===== src/rtl/dm_jtag_pkg.sv =====
// Shared types for the JTAG DTM <-> debug module interface.
package dm_jtag_pkg;

  localparam int unsigned DmiDataWidth = 32;

  typedef enum logic [1:0] {
    DtmNop   = 2'd0,
    DtmRead  = 2'd1,
    DtmWrite = 2'd2
  } dtm_op_e;

  typedef enum logic [1:0] {
    Ok     = 2'd0,
    Failed = 2'd2,
    Busy   = 2'd3
  } dmi_status_e;

  typedef struct packed {
    logic [6:0]              addr;
    dtm_op_e                 op;
    logic [DmiDataWidth-1:0] data;
  } dmi_req_t;

  typedef struct packed {
    logic [DmiDataWidth-1:0] data;
    logic [1:0]              resp;
  } dmi_resp_t;

  typedef enum logic [1:0] {
    StIdle = 2'd0,
    StReq  = 2'd1,
    StWait = 2'd2
  } dmi_fsm_e;

  function automatic logic is_req_op(input logic [1:0] op);
    return (op == DtmRead) || (op == DtmWrite);
  endfunction

endpackage


===== src/rtl/dmi_jtag_dr_shift.sv =====
// Capture/shift data register, LSB-first toward TDO.
module dmi_jtag_dr_shift #(
  parameter int unsigned Width = 41
) (
  input  logic             i_clk,
  input  logic             i_rst,
  input  logic             i_clr,
  input  logic             i_capture,
  input  logic [Width-1:0] i_capture_data,
  input  logic             i_shift,
  input  logic             i_tdi,
  output logic [Width-1:0] o_dr,
  output logic             o_tdo
);

  logic [Width-1:0] r_dr;

  always_ff @(posedge i_clk or posedge i_rst) begin
    if (i_rst) begin
      r_dr <= '0;
    end else if (i_clr) begin
      r_dr <= '0;
    end else if (i_capture) begin
      r_dr <= i_capture_data;
    end else if (i_shift) begin
      r_dr <= {i_tdi, r_dr[Width-1:1]};
    end
  end

  assign o_dr  = r_dr;
  assign o_tdo = r_dr[0];

endmodule


===== src/rtl/dmi_jtag_access_ctrl.sv =====
// DMIACCESS register owner: turns Update-DR into DMI requests and tracks sticky dmistat.
module dmi_jtag_access_ctrl
  import dm_jtag_pkg::*;
#(
  parameter int unsigned AbitsWidth = 7
) (
  input  logic                  clk_i,
  input  logic                  rst_i,
  input  logic                  dmi_access_i,
  input  logic                  capture_dr_i,
  input  logic                  shift_dr_i,
  input  logic                  update_dr_i,
  input  logic                  tlr_i,
  input  logic                  dmi_reset_i,
  input  logic                  dmi_tdi_i,
  output logic                  dmi_tdo_o,
  output logic [1:0]            dmi_error_o,
  output logic                  req_valid_o,
  input  logic                  req_ready_i,
  output logic [1:0]            req_op_o,
  output logic [AbitsWidth-1:0] req_addr_o,
  output logic [31:0]           req_data_o,
  input  logic                  resp_valid_i,
  output logic                  resp_ready_o,
  input  logic [31:0]           resp_data_i,
  input  logic [1:0]            resp_resp_i
);

  localparam int unsigned DrWidth = AbitsWidth + 34;

  dmi_fsm_e               r_state;
  dmi_fsm_e               w_state_d;
  dtm_op_e                r_op_q;
  logic [AbitsWidth-1:0]  r_addr_q;
  logic [31:0]            r_data_q;
  logic [1:0]             r_error_q;
  logic [1:0]             w_error_d;
  logic                   r_drop_q;

  logic                   w_capture;
  logic                   w_shift;
  logic                   w_update;
  logic                   w_busy;
  logic                   w_launch;
  logic                   w_resp_fire;
  logic [1:0]             w_status;
  logic [DrWidth-1:0]     w_dr;
  logic [DrWidth-1:0]     w_capture_data;
  logic [AbitsWidth-1:0]  w_dr_addr;
  logic [31:0]            w_dr_data;
  logic [1:0]             w_dr_op;
  dmi_resp_t              w_resp;

  assign w_capture = capture_dr_i & dmi_access_i;
  assign w_shift   = shift_dr_i & dmi_access_i;
  assign w_update  = update_dr_i & dmi_access_i;
  assign w_busy    = (r_state != StIdle);
  assign w_resp    = {resp_data_i, resp_resp_i};

  assign w_dr_addr = w_dr[DrWidth-1:34];
  assign w_dr_data = w_dr[33:2];
  assign w_dr_op   = w_dr[1:0];

  assign w_status       = w_busy ? Busy : r_error_q;
  assign w_capture_data = {r_addr_q, r_data_q, w_status};

  assign w_launch    = (r_state == StIdle) && w_update && (r_error_q == Ok) && is_req_op(w_dr_op);
  assign w_resp_fire = (r_state == StWait) && resp_valid_i;

  dmi_jtag_dr_shift #(
    .Width (DrWidth)
  ) u_dr (
    .i_clk          (clk_i),
    .i_rst          (rst_i),
    .i_clr          (tlr_i),
    .i_capture      (w_capture),
    .i_capture_data (w_capture_data),
    .i_shift        (w_shift),
    .i_tdi          (dmi_tdi_i),
    .o_dr           (w_dr),
    .o_tdo          (dmi_tdo_o)
  );

  always_ff @(posedge clk_i or posedge rst_i) begin
    if (rst_i) begin
      r_state <= StIdle;
    end else begin
      r_state <= w_state_d;
    end
  end

  always_comb begin
    w_state_d    = r_state;
    req_valid_o  = 1'b0;
    resp_ready_o = 1'b0;
    req_op_o     = DtmNop;
    unique case (r_state)
      StIdle: begin
        if (w_launch) w_state_d = StReq;
      end
      StReq: begin
        req_valid_o = 1'b1;
        req_op_o    = r_op_q;
        if (req_ready_i) w_state_d = StWait;
      end
      StWait: begin
        resp_ready_o = 1'b1;
        if (resp_valid_i) w_state_d = StIdle;
      end
      default: w_state_d = StIdle;
    endcase
  end

  // Later assignments win: busy overrides failed, and clears override everything.
  always_comb begin
    w_error_d = r_error_q;
    if (w_resp_fire && (w_resp.resp != 2'd0) && (r_error_q == Ok)) w_error_d = Failed;
    if (w_capture && w_busy && (r_error_q == Ok)) w_error_d = Busy;
    if (w_update && w_busy && (r_error_q == Ok)) w_error_d = Busy;
    if (dmi_reset_i || tlr_i) w_error_d = Ok;
  end

  always_ff @(posedge clk_i or posedge rst_i) begin
    if (rst_i) begin
      r_error_q <= Ok;
    end else begin
      r_error_q <= w_error_d;
    end
  end

  // A TLR while a transaction is in flight must keep its read data out of data_q.
  always_ff @(posedge clk_i or posedge rst_i) begin
    if (rst_i) begin
      r_op_q   <= DtmNop;
      r_addr_q <= '0;
      r_data_q <= '0;
      r_drop_q <= 1'b0;
    end else begin
      if (w_launch) begin
        r_op_q   <= dtm_op_e'(w_dr_op);
        r_addr_q <= w_dr_addr;
        if (w_dr_op == DtmWrite) r_data_q <= w_dr_data;
      end
      if (w_resp_fire && (r_op_q == DtmRead) && !r_drop_q && !tlr_i) begin
        r_data_q <= w_resp.data;
      end
      if (w_resp_fire) begin
        r_drop_q <= 1'b0;
      end else if (tlr_i && w_busy) begin
        r_drop_q <= 1'b1;
      end
    end
  end

  assign dmi_error_o = r_error_q;
  assign req_addr_o  = r_addr_q;
  assign req_data_o  = r_data_q;

endmodule


===== config.mk =====
export PLATFORM = sky130hd
export DESIGN_NAME = dmi_jtag_access_ctrl
export DESIGN_NICKNAME = d
export VERILOG_FILES = /design/src/rtl/dm_jtag_pkg.sv /design/src/rtl/dmi_jtag_dr_shift.sv /design/src/rtl/dmi_jtag_access_ctrl.sv
export SDC_FILE = /design/constraint.sdc
export NUM_CORES = 1
export LEC_CHECK = 0
export ABC_AREA = 1
export BUFFER_PORTS_ARGS = -buffer_cell sky130_fd_sc_hd__buf_2
export CORE_ASPECT_RATIO = 0.6
export CORE_MARGIN = 5
export CORE_UTILIZATION = 45
export CTS_BUF_LIST = sky130_fd_sc_hd__clkbuf_16
export DETAILED_ROUTE_END_ITERATION = 10
export PLACE_DENSITY = 0.74
export SLEW_MARGIN = 30
export SYNTH_ARGS = -nofsm -noshare
export SYNTH_HDL_FRONTEND = slang
export SYNTH_SLANG_ARGS = --single-unit

===== constraint.sdc =====
create_clock -name clk_i -period 5.7 [get_ports clk_i]
set_input_delay 1.14 -clock clk_i [delete_from_list [all_inputs] [get_ports clk_i]]
set_output_delay 1.14 -clock clk_i [all_outputs]
set_load 0.01 [all_outputs]

==> flow_summary.ini <==
[route]
postRouteAntennaNets = 0
drt_iter0_drc = 390
routed_wl_um = 11200
routed_via_density = 5.24
vias = 3934
wl_per_cell_um = 14.9
drt-pass1-iter-count = 5
drc_errors = 0

[logic_synthesis]
async_reset_ff_frac = 1.00
synth_flop_cell = dfrtp_1
syn_avg_cell_area_sq_um = 7.79
synth-simple-area-share = 0.268
ys_types = 25
syn_area_sq_um = 4270
yosysMostFrequentCell = nand2_1
synth_top_family_by_area = simple AND/OR/NAND/NOR gates
synth_compound_area_frac = 0.125
ys_seq_elements = 87
synthXorXnorAreaFrac = 0
synthCells = 548
synthTopCellsByCount = nand2_1, dfrtp_1, nand3_1
yosysTopAreaCellShare = 0.510
yosysTopAreaCell = dfrtp_1
muxShareOfSynthArea = 0
synth_fa_ha_area_frac = 0.00293
syn_nets = 594
synth.area.top_cells = dfrtp_1, nand2_1, nand3_1
seq_area_frac_synth = 0.510
yosys_warnings = 0
synth_edf_count = 0

[worst_hold_path]
hp-class = flop to flop
holdPathEnd = req_addr_o[2]
hold_depth = 2
min_from = req_addr_o[2]

[sta]
fin_crit_ns = 3.24
hold_viol_final = 0
timing.fmax_ghz = 0.308
fin_crit_sh = 0.569
rsz0062_at_grt = no
slew_headroom = 0.406
setup_slack_ns = 2.46
drv_slew = 0
setup_viol = 0
finalClockSkew_ns = 0.00448
tns_ns = 0
worstMarginPinSlew_ns = 0.890

[floorplanning]
row_count = 27
fp.dieArea_sq_um = 11600
io_pins = 91
die_h_um = 85.5
core_area_sq_um = 9220
floorplan.initialDensity = 0.463
dieWidth_um = 136

[clock_network]
clk_pin_slew_worst_paths_ns = 0.06
htreeDepth = 3
cts_sinks = 87
post_cts_buffers = 0
clk_latency_ns = 0.34
cts.repair.resized = 0
cts_tree = yes
cts_root_buf = clkbuf_16
ctsHoldBuffers = 0
cts_buffers = 9
clockBufferDepth = 2

[critical_path]
crit_arrival_ns = 3.47
reg2reg_depth = 8
crit_path_end_kind = flop
crit_type = primary input to flop
critPathMaxStageDelay_ns = 0.81
worstPathCellList = buf_2 -> nand2_2 -> buf_4 -> nand3_2 -> o22ai_1
reg2reg_to = req_data_o[5]
required_ns = 5.93
path_max_fanout = 56
path_delay_family = simple AND/OR/NAND/NOR gates
rr_startpoint = r_state[0]
cp.buffers_inverters = 2
r2r_setup_slack_ns = 3.07
cp_slowest_cell = nand3_2
critPathLaunchType = primary input

[status]
status = completed

[place]
gp_congestion = 0.834
io_buffers = 90
place_hpwl_um = 7260
post-place-ws_ns = 2.18
place_area_sq_um = 4730

[power_and_ir_drop]
pwr_density_cell_nw_per_um2 = 260
leakagePower_nw = 2.80
max-vdd-ir-drop_uv = 137
finalPower_mw = 1.30

[global_route]
antenna_found_initial = 0
grt_pass1_wl_um = 18600
grt_max_degree = 66
track_usage = 0.200
grt_pass1_vias = 3743
grt_overflow_total = 0

[layout]
areaGrowthSynthToFinish_pct = 16.8
drive_gt1_frac = 0.190
nets = 663
n_antenna_cell = 0
stdcell_area_sq_um = 4990

[run]
cap_violations = 0
-- worst max path at each step --
stage                 startpoint              to  depth (start not counted)
finish              dmi_access_i    u_dr.o_dr[4]                          5
floorplan                  rst_i  dmi_error_o[0]                          1
CTS                 dmi_access_i    u_dr.o_dr[4]                          5
detailed placement  dmi_access_i    u_dr.o_dr[4]                          5
global placement    dmi_access_i   u_dr.o_dr[21]                          5
global route        dmi_access_i    u_dr.o_dr[4]                          5
-- state kept, by name, summed over array words and instances (netlist names) --
name,count
req_addr_o,7
r_op_q,2
dmi_error_o,2
req_data_o,32
r_state,2
u_dr.o_dr,41
r_drop_q,1
-- through the flow --
step	hold WS (ns)	cells	util
3_5_place_dp	0.497	736	0.513
5_1_grt	0.544	751	0.541
3_3_place_gp	0.482	736	0.513
6_report	0.510	751	0.541
4_1_cts	0.514	751	0.540
2_1_floorplan	0.459	548	-
-- worst reg2reg max path, cell delays in order (launching register included) --
cell     delay, ns
dfrtp_1       0.39
inv_1         0.07
nand2_1       0.11
nor2_4        0.70
nand2_2       0.09
buf_4         0.36
nand2_2       0.62
nand2_1       0.15
nand2_1       0.08
-- logic make-up after synthesis --
| kind of cell | Yosys count |
|---|---|
| buf+inv | 92 |
| simple gates | 272 |
| fa+ha+maj | 1 |
| compound gates | 96 |
| flops | 87 |
-- metal layers --
metal	vias to the layer above	global-route usage	part of all wire
met5	-	0	0
met4	0	0.0540	0.010
met3	13	0.0575	0.080
met2	140	0.294	0.44
met1	1856	0.290	0.47
li1	1925	-	-
-- layout make-up --
type	count	area, sq um
Clock buffer	9	225
Clock inverter	6	22.5
Fill cell	911	4240
Inverter	56	211
Multi-Input combinational cell	369	1710
Sequential cell	87	2180
Tap cell	130	163
Timing Repair Buffer	94	480
-- report_power, final --
group / switching, mW / total (mW) / leakage, nW / internal (mW)
clock network: 0.223 / 0.506 / 0.132 / 0.283
registers: 0.0129 / 0.655 / 1.20 / 0.642
logic: 0.0882 / 0.136 / 1.47 / 0.0481
-- layout by cell type (no fill, tap or decap), drive strengths merged --
master / Yosys / layout
or2: 2 / 2
nor2: 11 / 11
clkinv: 0 / 4
clkbuf: 15 / 9
o22ai: 40 / 40
o21ai: 50 / 50
dfrtp: 87 / 87
inv: 56 / 58
o211ai: 1 / 1
nand3: 69 / 69
buf: 21 / 94
a21oi: 4 / 4
ha: 1 / 1
nand2: 189 / 189
nand4: 1 / 1
a21boi: 1 / 1
Power figures use the tool's default switching activity.
